==> config.mk <==
export PLATFORM = sky130hd
export DESIGN_NAME = multicycle_control
export DESIGN_NICKNAME = d
export VERILOG_FILES = /design/src/rtl/multicycle_control.sv
export SDC_FILE = /design/constraint.sdc
export NUM_CORES = 1
export LEC_CHECK = 0
export CORE_ASPECT_RATIO = 0.6
export CORE_UTILIZATION = 45
export CTS_CLUSTER_SIZE = 28
export DETAILED_ROUTE_END_ITERATION = 8
export GPL_TIMING_DRIVEN = 0
export PLACE_DENSITY = 0.82
export SLEW_MARGIN = 0
export SYNTH_ARGS = -nofsm -noshare
export SYNTH_HDL_FRONTEND = slang
export SYNTH_SLANG_ARGS = --single-unit
==> constraint.sdc <==
create_clock -name clk -period 1.85 [get_ports clk]
set_input_delay 0.37 -clock clk [delete_from_list [all_inputs] [get_ports clk]]
set_output_delay 0.37 -clock clk [all_outputs]
set_load 0.03 [all_outputs]
==> src/rtl/multicycle_control.sv <==
// Multi-cycle MIPS control FSM: sequences fetch/decode/execute/memory/writeback
// over a shared ALU and memory port, with memory handshake timeout and sticky error flags.
module multicycle_control #(
    parameter int MEM_HANDSHAKE  = 1,
    parameter int TIMEOUT_CYCLES = 15,
    parameter int CNT_W          = 32
) (
    input  logic             clk,
    input  logic             rst_n,
    input  logic [5:0]       opcode,
    input  logic             zero,
    input  logic             mem_ready,
    input  logic             err_clr,
    output logic             pcwrite,
    output logic             irwrite,
    output logic             iord,
    output logic             memread,
    output logic             memwrite,
    output logic             memtoreg,
    output logic             regdest,
    output logic             regwrite,
    output logic             alusrca,
    output logic [1:0]       alusrcb,
    output logic [1:0]       aluop,
    output logic [1:0]       pcsrc,
    output logic [3:0]       state,
    output logic             illegal_op,
    output logic             mem_err,
    output logic [CNT_W-1:0] retired
);

    typedef enum logic [3:0] {
        S_FETCH  = 4'd0,
        S_DECODE = 4'd1,
        S_MEMADR = 4'd2,
        S_MEMRD  = 4'd3,
        S_MEMWB  = 4'd4,
        S_MEMWR  = 4'd5,
        S_EXEC   = 4'd6,
        S_ALUWB  = 4'd7,
        S_BRANCH = 4'd8,
        S_ADDIEX = 4'd9,
        S_ADDIWB = 4'd10,
        S_JUMP   = 4'd11
    } state_t;

    localparam logic [5:0]  OP_RTYPE = 6'b000000;
    localparam logic [5:0]  OP_LW    = 6'b100011;
    localparam logic [5:0]  OP_SW    = 6'b101011;
    localparam logic [5:0]  OP_ADDI  = 6'b001000;
    localparam logic [5:0]  OP_BEQ   = 6'b000100;
    localparam logic [5:0]  OP_J     = 6'b000010;
    localparam logic [15:0] WAIT_LAST = 16'(TIMEOUT_CYCLES - 1);

    state_t           state_q, state_d;
    logic [15:0]      wait_q, wait_d;
    logic             illegal_q, illegal_d;
    logic             mem_err_q, mem_err_d;
    logic [CNT_W-1:0] retired_q, retired_d;

    logic ready;
    logic timeout;
    logic wait_inc;
    logic timed_out;
    logic illegal_set;
    logic retire;

    assign ready   = (MEM_HANDSHAKE != 0) ? mem_ready : 1'b1;
    assign timeout = (TIMEOUT_CYCLES > 0) && !ready && (wait_q == WAIT_LAST);

    always_comb begin
        pcwrite     = 1'b0;
        irwrite     = 1'b0;
        iord        = 1'b0;
        memread     = 1'b0;
        memwrite    = 1'b0;
        memtoreg    = 1'b0;
        regdest     = 1'b0;
        regwrite    = 1'b0;
        alusrca     = 1'b0;
        alusrcb     = 2'b00;
        aluop       = 2'b00;
        pcsrc       = 2'b00;
        state_d     = state_q;
        wait_inc    = 1'b0;
        timed_out   = 1'b0;
        illegal_set = 1'b0;
        retire      = 1'b0;

        case (state_q)
            S_FETCH: begin
                memread = 1'b1;
                alusrcb = 2'b01;
                if (ready) begin
                    irwrite = 1'b1;
                    pcwrite = 1'b1;
                    state_d = S_DECODE;
                end else if (timeout) begin
                    timed_out = 1'b1;
                end else begin
                    wait_inc = 1'b1;
                end
            end
            S_DECODE: begin
                alusrcb = 2'b11;
                case (opcode)
                    OP_LW, OP_SW: state_d = S_MEMADR;
                    OP_RTYPE:     state_d = S_EXEC;
                    OP_ADDI:      state_d = S_ADDIEX;
                    OP_BEQ:       state_d = S_BRANCH;
                    OP_J:         state_d = S_JUMP;
                    default: begin
                        illegal_set = 1'b1;
                        state_d     = S_FETCH;
                    end
                endcase
            end
            S_MEMADR: begin
                alusrca = 1'b1;
                alusrcb = 2'b10;
                state_d = (opcode == OP_SW) ? S_MEMWR : S_MEMRD;
            end
            S_MEMRD: begin
                memread = 1'b1;
                iord    = 1'b1;
                if (ready) begin
                    state_d = S_MEMWB;
                end else if (timeout) begin
                    timed_out = 1'b1;
                    state_d   = S_FETCH;
                end else begin
                    wait_inc = 1'b1;
                end
            end
            S_MEMWB: begin
                regwrite = 1'b1;
                memtoreg = 1'b1;
                retire   = 1'b1;
                state_d  = S_FETCH;
            end
            S_MEMWR: begin
                memwrite = 1'b1;
                iord     = 1'b1;
                if (ready) begin
                    retire  = 1'b1;
                    state_d = S_FETCH;
                end else if (timeout) begin
                    timed_out = 1'b1;
                    state_d   = S_FETCH;
                end else begin
                    wait_inc = 1'b1;
                end
            end
            S_EXEC: begin
                alusrca = 1'b1;
                aluop   = 2'b10;
                state_d = S_ALUWB;
            end
            S_ALUWB: begin
                regwrite = 1'b1;
                regdest  = 1'b1;
                retire   = 1'b1;
                state_d  = S_FETCH;
            end
            S_BRANCH: begin
                alusrca = 1'b1;
                aluop   = 2'b01;
                pcsrc   = 2'b01;
                pcwrite = zero;
                retire  = 1'b1;
                state_d = S_FETCH;
            end
            S_ADDIEX: begin
                alusrca = 1'b1;
                alusrcb = 2'b10;
                state_d = S_ADDIWB;
            end
            S_ADDIWB: begin
                regwrite = 1'b1;
                retire   = 1'b1;
                state_d  = S_FETCH;
            end
            S_JUMP: begin
                pcsrc   = 2'b10;
                pcwrite = 1'b1;
                retire  = 1'b1;
                state_d = S_FETCH;
            end
            default: state_d = S_FETCH;
        endcase

        // A timeout in FETCH does not change state, so it must restart the wait count explicitly
        if (state_d != state_q || timed_out) begin
            wait_d = 16'd0;
        end else if (wait_inc) begin
            wait_d = wait_q + 16'd1;
        end else begin
            wait_d = wait_q;
        end

        illegal_d = illegal_set | (illegal_q & ~err_clr);
        mem_err_d = timed_out | (mem_err_q & ~err_clr);
        retired_d = retire ? retired_q + CNT_W'(1) : retired_q;
    end

    always_ff @(posedge clk or negedge rst_n) begin
        if (!rst_n) begin
            state_q   <= S_FETCH;
            wait_q    <= 16'd0;
            illegal_q <= 1'b0;
            mem_err_q <= 1'b0;
            retired_q <= '0;
        end else begin
            state_q   <= state_d;
            wait_q    <= wait_d;
            illegal_q <= illegal_d;
            mem_err_q <= mem_err_d;
            retired_q <= retired_d;
        end
    end

    assign state      = state_q;
    assign illegal_op = illegal_q;
    assign mem_err    = mem_err_q;
    assign retired    = retired_q;

endmodule

Word-level counts from Yosys, hierarchy flattened
Index checks and enable logic that the tools add are counted.
Storage, ports and cells
  word-level logic and storage cells: 76
  bits in registers: 54
  input bits: 11
Operators by class
  bitwise gates (word level): 5
  add/sub/neg operators: 2
  equal/unequal tests: 18
  reductions and logical operators: 15
  mux-type cells: 31
Operators with widths (count)
  adder 32 x 1 -> 32 bit (second input constant): 1
  two-way mux 16 bit: 2
  one-hot mux 4 bit (7 select lines): 1
  one-hot mux 4 bit (5 select lines): 1
  two-way mux 1 bit: 17
  adder 16 x 1 -> 16 bit (second input constant): 1
  equality test 16 x 4 -> 1 bit (second input constant): 1
  equality test 4 x 3 -> 1 bit (second input constant): 4
  equality test 4 bit (second input constant): 4
  two-way mux 4 bit: 4
  equality test 6 bit (second input constant): 2
  equality test 4 x 2 -> 1 bit (second input constant): 2
  one-hot mux 2 bit (2 select lines): 2
  OR reduction 2 bit: 4
  equality test 6 x 2 -> 1 bit (second input constant): 1
  equality test 6 x 3 -> 1 bit (second input constant): 1
  equality test 6 x 4 -> 1 bit (second input constant): 1
  logical NOT 6 bit: 1
  one-hot mux 2 bit (3 select lines): 1
  OR reduction 3 bit: 2
  OR reduction 6 bit: 1
  OR reduction 5 bit: 1
  equality test 4 x 1 -> 1 bit (second input constant): 1
  logical NOT 4 bit: 1
  other kinds (12): 14

Longest topological paths before layout
Gate-level depths: netlist of the first run.
  word-level depth: 8
  mapped depth: 8

Worst setup path after synthesis of the first run
OpenSTA, ideal clock, no wires.
  kind: reg2out
  from: register state_q[3] (netlist: state[3])
  to: output pcwrite
  required time: 1.480 ns
  data arrival time: 2.085 ns
  stages on the path, launching flop included: 5
  slack: -0.605 ns
  buffers on the path: 1
  cell sequence: dfrtp_1 -> clkbuf_1 -> nand2b_1 -> nor3_1 -> a211o_1
On the way
  longest elaborated chain between the ends: 2
  elaborated cells on any way between the ends: 4
Ends and longest elaborated chain
  start, declared: RTL line 55  | state_t state_q, state_d;
  start signal, assigned: RTL line 214  | state_q <= state_d;
  equality test 4 bit / logical NOT 4 bit (equally long branches): RTL line 90  | case (state_q)
  one-hot mux 1 bit (3 select lines) (*): RTL line 90
  end, declared: RTL line 14  | output logic pcwrite,
Mark *: on every way between the ends. The rest lies on a longest branch, timed or not.

Final worst setup path of the first run
  from: register state_q[3] (netlist: state[3])
  to: output regwrite
On the way
  longest elaborated chain between the ends: 3
  elaborated cells on any way between the ends: 5
Ends and longest elaborated chain
  equality test 4 bit / equality test 4 x 3 -> 1 bit (equally long branches): RTL line 90
  OR reduction 3 bit (no source line) (*)
  two-way mux 1 bit (*): RTL line 90
  end, declared: RTL line 21  | output logic regwrite,
Marks and branches as above.

==> results of run 1 <==
==> layer usage <==
layer	track usage, %	wire [µm]
met1	31.00	3382
met2	35.43	3418
met3	4.555	384
met4	6.338	49
met5	0	0
==> flip-flops by register name (all words and copies together), names as in the netlist <==
signal,cells
retired,32
state,4
illegal_op,1
mem_err,1
wait_q,16
==> stage by stage <==
step / util [%] / hold slack (ns) / instances / setup TNS (ns) / worst slack (ns)
finish: 68.20 / 0.4959 / 472 / -0.2505 / -0.1172
global route: 68.20 / 0.5172 / 472 / -2.804 / -0.1789
CTS: 64.97 / 0.4970 / 465 / -0.2562 / -0.1269
detailed placement: 59.48 / 0.2910 / 438 / -17.80 / -0.5551
global placement: 59.23 / 0.4611 / 437 / -81.66 / -1.373
floorplan: - / 0.07441 / 292 / -0.5710 / -0.1409
==> final timing paths <==
kind                               endpoint  slack (ns)
worst max-delay path               regwrite       -0.12
worst min-delay path              wait_q[5]        0.50
worst max register to register  retired[10]       -0.02
worst min register to register  retired[23]        0.50
max in group asynchronous        retired[3]        0.81
min in group clk                retired[23]        0.50
==> power by group <==
group	switching (W)	internal, W	total, W
combinational	0.00104	0.000901	0.00194
clock	0.000379	0.000404	0.000783
sequential	0.000113	0.00127	0.00138
==> synth_stat cells (8+ instances only) <==
cell | n | area share [%]
and3_1 | 9 | 2.0
nor2_1 | 31 | 4.1
clkbuf_1 | 8 | 1.1
xor2_1 | 14 | 4.3
dfrtp_1 | 54 | 47
xnor2_1 | 34 | 10
nand3_1 | 22 | 3.9
nand4_1 | 18 | 4.0
nor3_1 | 8 | 1.4
inv_1 | 9 | 1.2
o21ai_0 | 8 | 1.4
nand2_1 | 14 | 1.8
==> logic make-up (layout without fill, tap and decap cells) <==
group / after synthesis / in the layout / synth area share (%)
AOI/OAI and AO/OA: 25 / 25 / 5.490
xor gates and xnor gates: 48 / 48 / 14.76
muxes: 2 / 2 / 0.7905
and+or+nand+nor: 134 / 134 / 25.47
adders and majority gates: 3 / 3 / 1.318
DFF: 54 / 54 / 47.43
buffers and inverters: 26 / 122 / 4.743
==> worst max-delay path, delay by kind of cell, from the launching register on <==
kind	cells	cell delay, ns
multiplexers	1	0.28
flip-flops	1	0.44
AND/OR/NAND/NOR	1	0.17
buffers and inverters	2	0.29
AO/OA/AOI/OAI	1	0.11
==> final cells by class <==
type                       instances  area, µm²  share of cell area [%]
buffer                            15      132.6                   3.182
tap                               84      105.1                   2.522
inverter                           9      33.78                  0.8106
multi-input combinational        212       1568                   37.62
timing repair buffer              90      860.8                   20.65
clock buffer                       6      72.57                   1.741
sequential                        54       1358                   32.57
clock inverter                     2      37.54                  0.9006
==> timing repair <==
action / in CTS / in global routing
setup endpoints to repair: 59 / 55
cloned: 1 / 1
hold buffers: 1 / 0
endpoints found under the hold margin: 12 / 0
pin swaps: 10 / 8
setup buffers: 19 / 7
resized for setup: 112 / 47
==> run_results.csv, run 1 <==
group,metric,value,unit
run_status,outcome,"complete, but fails checks",
run_status,violations,"setup timing",
drt,vias_per_cell,5.341,
place,hpwlAfterDp,4672,µm
setup_path,worstSetupStartpoint,"state[3]",
die,core_area,6111,µm²
timing,max_freq,508.3,MHz
clock_network,cts_buffer_depth,2,
place,gp_congestion,0.8105,
synthesis,synth-seq-cells,54,
global_route,grt.total_usage,22.31,%
final_layout,layout.nets,401,
power,power_density,986.6,nW/µm²
timing,period_needed,1.967,ns
synthesis,synth_ff_type,"dfrtp_1",
clock_network,clock-root-buffer,"clkbuf_8",
synthesis,synthCells,292,
drt,drtIter0Drc,72,
synthesis,ys_seq_area_share,47.43,%
place,portBuffers,61,
global_route,grt_max_degree,43,
die,die_y,63.64,µm
drt,wl_per_cell,15.33,µm
die,initial_core_util,46.62,%
synthesis,yosys_warnings,0,
drt,wirelength,7235,µm
clock_network,tritoncts,"yes",
final_layout,layout.cells.most_common_list,"dfrtp_1 (49), xnor2_1 (34), clkdlybuf4s50_1 (33), buf_4 (30), nand3_1 (20)",
setup_path,path_max_fanout,7,
global_route,first_global_vias,2458,
timing,hold_viol,0,
clock_network,clk_latency,0.31,ns
global_route,antenna_found_initial,0,
drt,ant_nets,0,
setup_path,path_class,"reg -> out",
synthesis,synth_cell_type_count,44,
setup_path,cp_cell_sequence,"buf_8 > nand2b_4 > mux2_4 > o22ai_2 > buf_6",
clock_network,cts.sinks,54,
final_layout,final_area,4168,µm²
power,p_leak,1.878,nW
setup_path,r2r_cells,8,
die,die_x,104.7,µm
setup_path,crit_arrival,1.60,ns
final_layout,antennaDiodeCount,0,
final_layout,drive_gt1_share,28.09,%
synthesis,synth_edf_count,0,
synthesis,synth_area,2849,µm²
synthesis,postSynth.asyncResetShare,100.0,%
timing,fin_crit_sh,106.3,%
setup_path,start_kind,"flip-flop",
global_route,grt-ovfl-total,0,
die,ioPinCount,64,
min_path,hold_path.class,"in -> async",
setup_path,reg2reg_from,"state[1]",
final_layout,final_common_cell,"dfrtp_1",
timing,setup_viol,7,
place,dpl_cell_area,3635,µm²
final_layout,areaGrowthSynthToFinish,46.29,%
synthesis,syn_nets,306,
die,die_area,6664,µm²
setup_path,end_kind,"output port",
setup_path,crit_required,1.48,ns
setup_path,cpPeakStageDelay,0.44,ns
drt,vias,2521,
timing,postLayoutSetupSlackWorst,-0.1172,ns
timing,relSlewSlack,72.54,%
timing,drv_slew,0,
power,max-vdd-ir-drop,1061,µV
global_route,grt_pass1_wl,11750,µm
clock_network,h-tree-depth,2,
drt,first_pass_iters,4,
die,rows,22,
power,p_total,0.004112,W
final_layout,n_fill_cell,467,
drt,drcViolationCount,0,
clock_network,clk_pin_slew,0.09,ns
setup_path,cpMaxStageDelayCell,"dfrtp_2",
timing,grt_setup_unrepaired,"true",
clock_network,cts_made_buffers,5,
run,cap_violations,0,
timing,tightestPinTransition,0.4014,ns
synthesis,syn_area_per_cell,9.757,µm²
timing,fin_skew,0.006109,ns
No activity file was read; power rests on OpenSTA's default activity.
==> run 2: changes to the inputs <==
--- a/config.mk
+++ b/config.mk
@@ -5,12 +5,14 @@
 export SDC_FILE = /design/constraint.sdc
 export NUM_CORES = 1
 export LEC_CHECK = 0
+export CAP_MARGIN = 20
 export CORE_ASPECT_RATIO = 0.6
-export CORE_UTILIZATION = 45
+export CORE_UTILIZATION = 42
 export CTS_CLUSTER_SIZE = 28
 export DETAILED_ROUTE_END_ITERATION = 8
 export GPL_TIMING_DRIVEN = 0
-export PLACE_DENSITY = 0.82
+export PLACE_DENSITY = 0.78
+export SKIP_LAST_GASP = 1
 export SLEW_MARGIN = 0
 export SYNTH_ARGS = -nofsm -noshare
 export SYNTH_HDL_FRONTEND = slang
==> run_results.csv, run 2 (synthesis gave the netlist of run 1 again) <==
group,metric,value,unit
run_status,outcome,"complete, but fails checks",
run_status,violations,"hold timing, setup timing",
power,p_leak,1.808,nW
timing,setup_viol,15,
die,die_area,7127,µm²
timing,max_freq,512.4,MHz
setup_path,cpPeakStageDelay,0.44,ns
timing,hold_viol,1,
drt,first_pass_iters,4,
global_route,grt_pass1_wl,11390,µm
clock_network,cts.sinks,54,
setup_path,path_max_fanout,6,
setup_path,cp_cell_sequence,"buf_6 > nand2b_4 > mux2_4 > o22ai_4 > buf_6",
setup_path,cpMaxStageDelayCell,"dfrtp_2",
final_layout,layout.nets,396,
timing,fin_setup_tns,-0.5886,ns
die,die_x,108.3,µm
die,initial_core_util,45.00,%
power,netSwitchingPower,0.001532,W
final_layout,largest_reg_flops,32,
final_layout,antennaDiodeCount,0,
timing,fin_skew,0.007711,ns
timing,tightestPinTransition,0.4073,ns
setup_path,crit_arrival,1.58,ns
place,post-place-cells,438,
setup_path,cp_num_buf_inv,2,
timing,fin_crit_sh,105.5,%
power,power_density,1006,nW/µm²
timing,period_needed,1.952,ns
final_layout,final_common_cell,"dfrtp_1",
global_route,antenna_found_initial,0,
die,rows,22,
clock_network,clk_latency,0.29,ns
place,hpwlAfterDp,4855,µm
setup_path,crit_family,"flip-flops",
power,power_frac_clock,22.1,%
drt,drcViolationCount,0,
die,die_y,65.80,µm
die,ioPinCount,64,
global_route,first_global_vias,2314,
drt,wl_per_cell,15.66,µm
place,portBuffers,61,
final_layout,areaGrowthSynthToFinish,43.48,%
power,p_int,0.002581,W
power,swShare,37.25,%
setup_path,critPathMostFrequentCell,"buf_6",
final_layout,finalNonFillerCells,466,
die,core_area,6331,µm²
power,max-vdd-ir-drop,966.1,µV
drt,ant_nets,0,
setup_path,end_kind,"output port",
clock_network,cts_made_buffers,5,
place,gp_congestion,0.8606,
final_layout,final_util,64.57,%
final_layout,layout.cells.most_common_list,"dfrtp_1 (48), clkdlybuf4s50_1 (38), xnor2_1 (34), nor2_1 (27), buf_4 (26)",
run,cap_violations,0,
drt,wirelength,7297,µm
final_layout,drive_gt1_share,24.35,%
setup_path,path_class,"reg -> out",
global_route,grt_max_degree,39,
global_route,grt-ovfl-total,0,
timing,holdWs,-0.001809,ns
drt,vias_per_cell,5.352,
clock_network,h-tree-depth,2,
power,p_seq_share,33.9,%
clock_network,clock-root-buffer,"clkbuf_16",
min_path,hold_path.class,"in -> async",
global_route,grt.total_usage,20.69,%
setup_path,start_kind,"flip-flop",
drt,vias,2494,
timing,grt_setup_unrepaired,"true",
clock_network,cts_buffer_depth,2,
timing,drv_slew,0,
timing,postLayoutSetupSlackWorst,-0.1017,ns
drt,drtIter0Drc,165,
setup_path,crit_required,1.48,ns
clock_network,clk_pin_slew,0.07,ns
place,dp_slack,-0.5706,ns
clock_network,tritoncts,"yes",
timing,relSlewSlack,72.85,%
power,combPwrFrac,44.0,%
-- run 2: cell count changes in the layout (fill, tap and decap cells not counted), moves of 2 or more --
cell | before | now
buf_6 | 11 | 9
nor2_4 | 3 | 1
nor2_2 | 10 | 4
clkbuf_8 | 6 | 1
clkbuf_16 | 1 | 5
dlygate4sd2_1 | 3 | 1
dlymetal6s2s_1 | 8 | 6
clkdlybuf4s50_1 | 33 | 38
buf_2 | 6 | 10
nor2_1 | 19 | 27
buf_4 | 30 | 26
clkbuf_4 | 2 | 0
-- run 2: final cells by class --
cell class                      instances  area (µm²)
Clock inverter                          2       15.01
Inverter                                9       33.78
Clock buffer                            5       125.1
Multi-Input combinational cell        212        1531
Tap cell                               84       105.1
Fill cell                             502        2243
Buffer                                 16       137.6
Timing Repair Buffer                   84       780.7
Sequential cell                        54        1359
-- run 2: metrics by stage --
| stage | area, µm² | power (W) |
|---|---|---|
| floorplan | 2904 | 0.002341 |
| global placement | 3620 | 0.002849 |
| detailed placement | 3635 | 0.002876 |
| CTS | 3971 | 0.004045 |
| global route | 4088 | 0.004284 |
| finish | 4088 | 0.004114 |
-- run 2: path summary, 6_finish.rpt --
check / cells after the start / slack (ns) / from / endpoint
worst max-delay path: 5 / -0.10 / state[2] / regwrite
worst min-delay path: 1 / -0.002 / rst_n / wait_q[11]
worst max register to register: 8 / -0.05 / state[3] / retired[18]
worst min register to register: 1 / 0.48 / retired[31] / retired[31]
max in group asynchronous: 2 / 1.31 / rst_n / retired[9]
min in group clk: 1 / 0.48 / retired[31] / retired[31]
-- run 2: power by group through the flow --
stage          sequential, W  combinational (W)  clock, W
2_1_floorplan        0.00152           0.000823         0
3_3_place_gp         0.00140            0.00145         0
3_5_place_dp         0.00141            0.00147         0
4_1_cts              0.00139            0.00173  0.000930
5_1_grt              0.00141            0.00191  0.000969
6_report             0.00140            0.00181  0.000908
-- run 2: timing repair --
action,in CTS,in global routing
gates resized for setup,102,34
setup buffers,15,6
setup endpoints to repair,59,62
pin swaps,8,4
gates cloned,1,0
hold buffers,0,0
-- run 2: per-layer routing --
metal | share of wire, % | global-route usage (%)
met4 | 0.89 | 6.081
met3 | 4.6 | 4.335
met2 | 47 | 31.29
met5 | 0 | 0
met1 | 48 | 29.86
==> run 3: changes to the inputs <==
--- a/config.mk
+++ b/config.mk
@@ -5,13 +5,14 @@
 export SDC_FILE = /design/constraint.sdc
 export NUM_CORES = 1
 export LEC_CHECK = 0
-export CAP_MARGIN = 20
+export CELL_PAD_IN_SITES_DETAIL_PLACEMENT = 0
+export CELL_PAD_IN_SITES_GLOBAL_PLACEMENT = 1
 export CORE_ASPECT_RATIO = 0.6
-export CORE_UTILIZATION = 42
+export CORE_UTILIZATION = 35
 export CTS_CLUSTER_SIZE = 28
 export DETAILED_ROUTE_END_ITERATION = 8
 export GPL_TIMING_DRIVEN = 0
-export PLACE_DENSITY = 0.78
+export PLACE_DENSITY = 0.84
 export SKIP_LAST_GASP = 1
 export SLEW_MARGIN = 0
 export SYNTH_ARGS = -nofsm -noshare
==> run_results.csv, run 3 (synthesis gave the netlist of run 1 again) <==
group,metric,value,unit
setup_path,path_class,"reg -> out",
die,core_area,7883,µm²
setup_path,crit_family,"flip-flops",
final_layout,antennaDiodeCount,0,
setup_path,cpPeakStageDelay,0.42,ns
setup_path,crit_arrival,1.58,ns
die,die_y,71.89,µm
global_route,grt_max_degree,30,
place,portBuffers,61,
place,hpwlAfterDp,4874,µm
timing,postLayoutSetupSlackWorst,-0.1021,ns
final_layout,largest_reg_flops,32,
timing,grt_setup_unrepaired,"true",
drt,ant_nets,0,
power,p_seq_share,31.0,%
drt,first_pass_iters,4,
clock_network,cts_hold_buf,0,
place,gp_congestion,0.7665,
global_route,grt-ovfl-total,0,
clock_network,h-tree-depth,2,
timing,hold_viol,0,
setup_path,cpMaxStageDelayCell,"dfrtp_2",
timing,setup_viol,10,
global_route,first_global_vias,2394,
setup_path,cp_cell_sequence,"buf_8 > nand2b_4 > mux2_2 > o22ai_2 > buf_6",
final_layout,final_common_cell,"dfrtp_1",
global_route,grt_pass1_wl,11640,µm
power,power_frac_clock,23.6,%
setup_path,start_kind,"flip-flop",
drt,vias_per_cell,4.990,
setup_path,path_max_fanout,7,
final_layout,layout.nets,402,
power,p_total,0.004506,W
power,power_density,1047,nW/µm²
final_layout,layout.cells.most_common_list,"dfrtp_1 (50), clkdlybuf4s50_1 (39), xnor2_1 (34), buf_4 (28), nor2_1 (22)",
die,initial_core_util,36.14,%
final_layout,areaGrowthSynthToFinish,51.12,%
timing,tightestPinTransition,0.6035,ns
drt,drtIter0Drc,134,
global_route,grt.total_usage,17.08,%
min_path,hold_path.class,"in -> async",
drt,drcViolationCount,0,
run,cap_violations,0,
timing,relSlewSlack,59.76,%
clock_network,cts_made_buffers,5,
clock_network,clk_pin_slew,0.07,ns
clock_network,cts_buffer_depth,2,
power,swShare,35.61,%
die,die_area,8517,µm²
final_layout,drive_gt1_share,27.51,%
power,combPwrFrac,45.4,%
setup_path,crit_required,1.48,ns
timing,period_needed,1.952,ns
power,max-vdd-ir-drop,739.1,µV
timing,fin_setup_tns,-0.3434,ns
run_status,violations,"setup timing",
timing,max_freq,512.3,MHz
setup_path,end_kind,"output port",
clock_network,clk_latency,0.29,ns
timing,fin_crit_sh,105.5,%
clock_network,cts.sinks,54,
die,die_x,118.5,µm
drt,wirelength,7275,µm
clock_network,tritoncts,"yes",
power,p_leak,1.858,nW
run_status,outcome,"complete, but fails checks",
final_layout,final_util,54.62,%
global_route,antenna_found_initial,0,
setup_path,cp_num_buf_inv,2,
timing,drv_slew,0,
die,rows,25,
power,netSwitchingPower,0.001605,W
timing,fin_skew,0.004496,ns
drt,wl_per_cell,14.64,µm
die,ioPinCount,64,
power,p_int,0.002901,W
clock_network,clock-root-buffer,"clkbuf_16",
drt,vias,2480,
[run 3: cell types whose count changed in the layout (fill, tap and decap cells not counted), sizes merged]
| cell | before | now |
|---|---|---|
| clkdlybuf4s50 | 38 | 39 |
| buf | 49 | 53 |
| dlymetal6s2s | 6 | 5 |
| clkinvlp | 2 | 1 |
| bufinv | 0 | 1 |
| clkbuf | 11 | 14 |
[run 3: worst register-to-register path: stages (launching register included)]
cell	delay, ns
dfrtp_1	0.39
or4_4	0.55
nor4_4	0.15
nand4_1	0.18
buf_4	0.19
nand2b_4	0.12
clkbuf_16	0.17
nor2_4	0.03
[run 3: area by class of cell]
type,instances,area [µm²]
Buffer,14,146.4
Clock buffer,6,128.9
Clock inverter,2,37.54
Fill cell,710,3577
Inverter,9,33.78
Multi-Input combinational cell,212,1568
Sequential cell,54,1356
Tap cell,108,135.1
Timing Repair Buffer,92,899.6
[run 3: final timing paths]
check | cells past startpoint | slack (ns) | from | endpoint
setup / recovery | 5 | -0.10 | state[3] | regwrite
hold / removal | 1 | 0.08 | rst_n | wait_q[3]
setup reg to reg | 7 | -0.03 | wait_q[6] | wait_q[12]
hold reg to reg | 1 | 0.49 | retired[28] | retired[28]
max in group asynchronous | 2 | 1.19 | rst_n | state[0]
min in group clk | 1 | 0.49 | retired[28] | retired[28]
[run 3: layer usage]
layer,up-vias,routed length (µm),track usage [%]
met5,-,0,0
met4,0,40,2.954
met3,5,460,4.299
met2,67,3183,24.90
met1,1199,3592,25.73
li1,1209,-,-
[run 3: power by group through the flow]
stage / clock [W] / sequential, W / combinational, W
floorplan: 0 / 0.00152 / 0.000823
global placement: 0 / 0.00141 / 0.00146
detailed placement: 0 / 0.00141 / 0.00148
CTS: 0.00109 / 0.00138 / 0.00172
global route: 0.00112 / 0.00141 / 0.00217
finish: 0.00107 / 0.00140 / 0.00205
[run 3: repair_timing]
action	CTS	global route
gates cloned	0	2
pin swaps	7	13
gates resized for setup	107	47
endpoints found under the hold margin	0	0
buffers inserted	18	10
setup endpoints to repair	58	52
[run 3: stage by stage]
step / hold slack (ns) / instances / setup slack [ns] / area (µm²)
after floorplan: 0.07441 / 292 / -0.1409 / 2904
after global placement: 0.4619 / 461 / -1.535 / 3650
after detailed placement: 0.4118 / 462 / -0.5778 / 3665
after CTS: 0.1031 / 487 / -0.1020 / 4039
after global routing: 0.1337 / 497 / -0.1532 / 4305
final: 0.08427 / 497 / -0.1021 / 4305
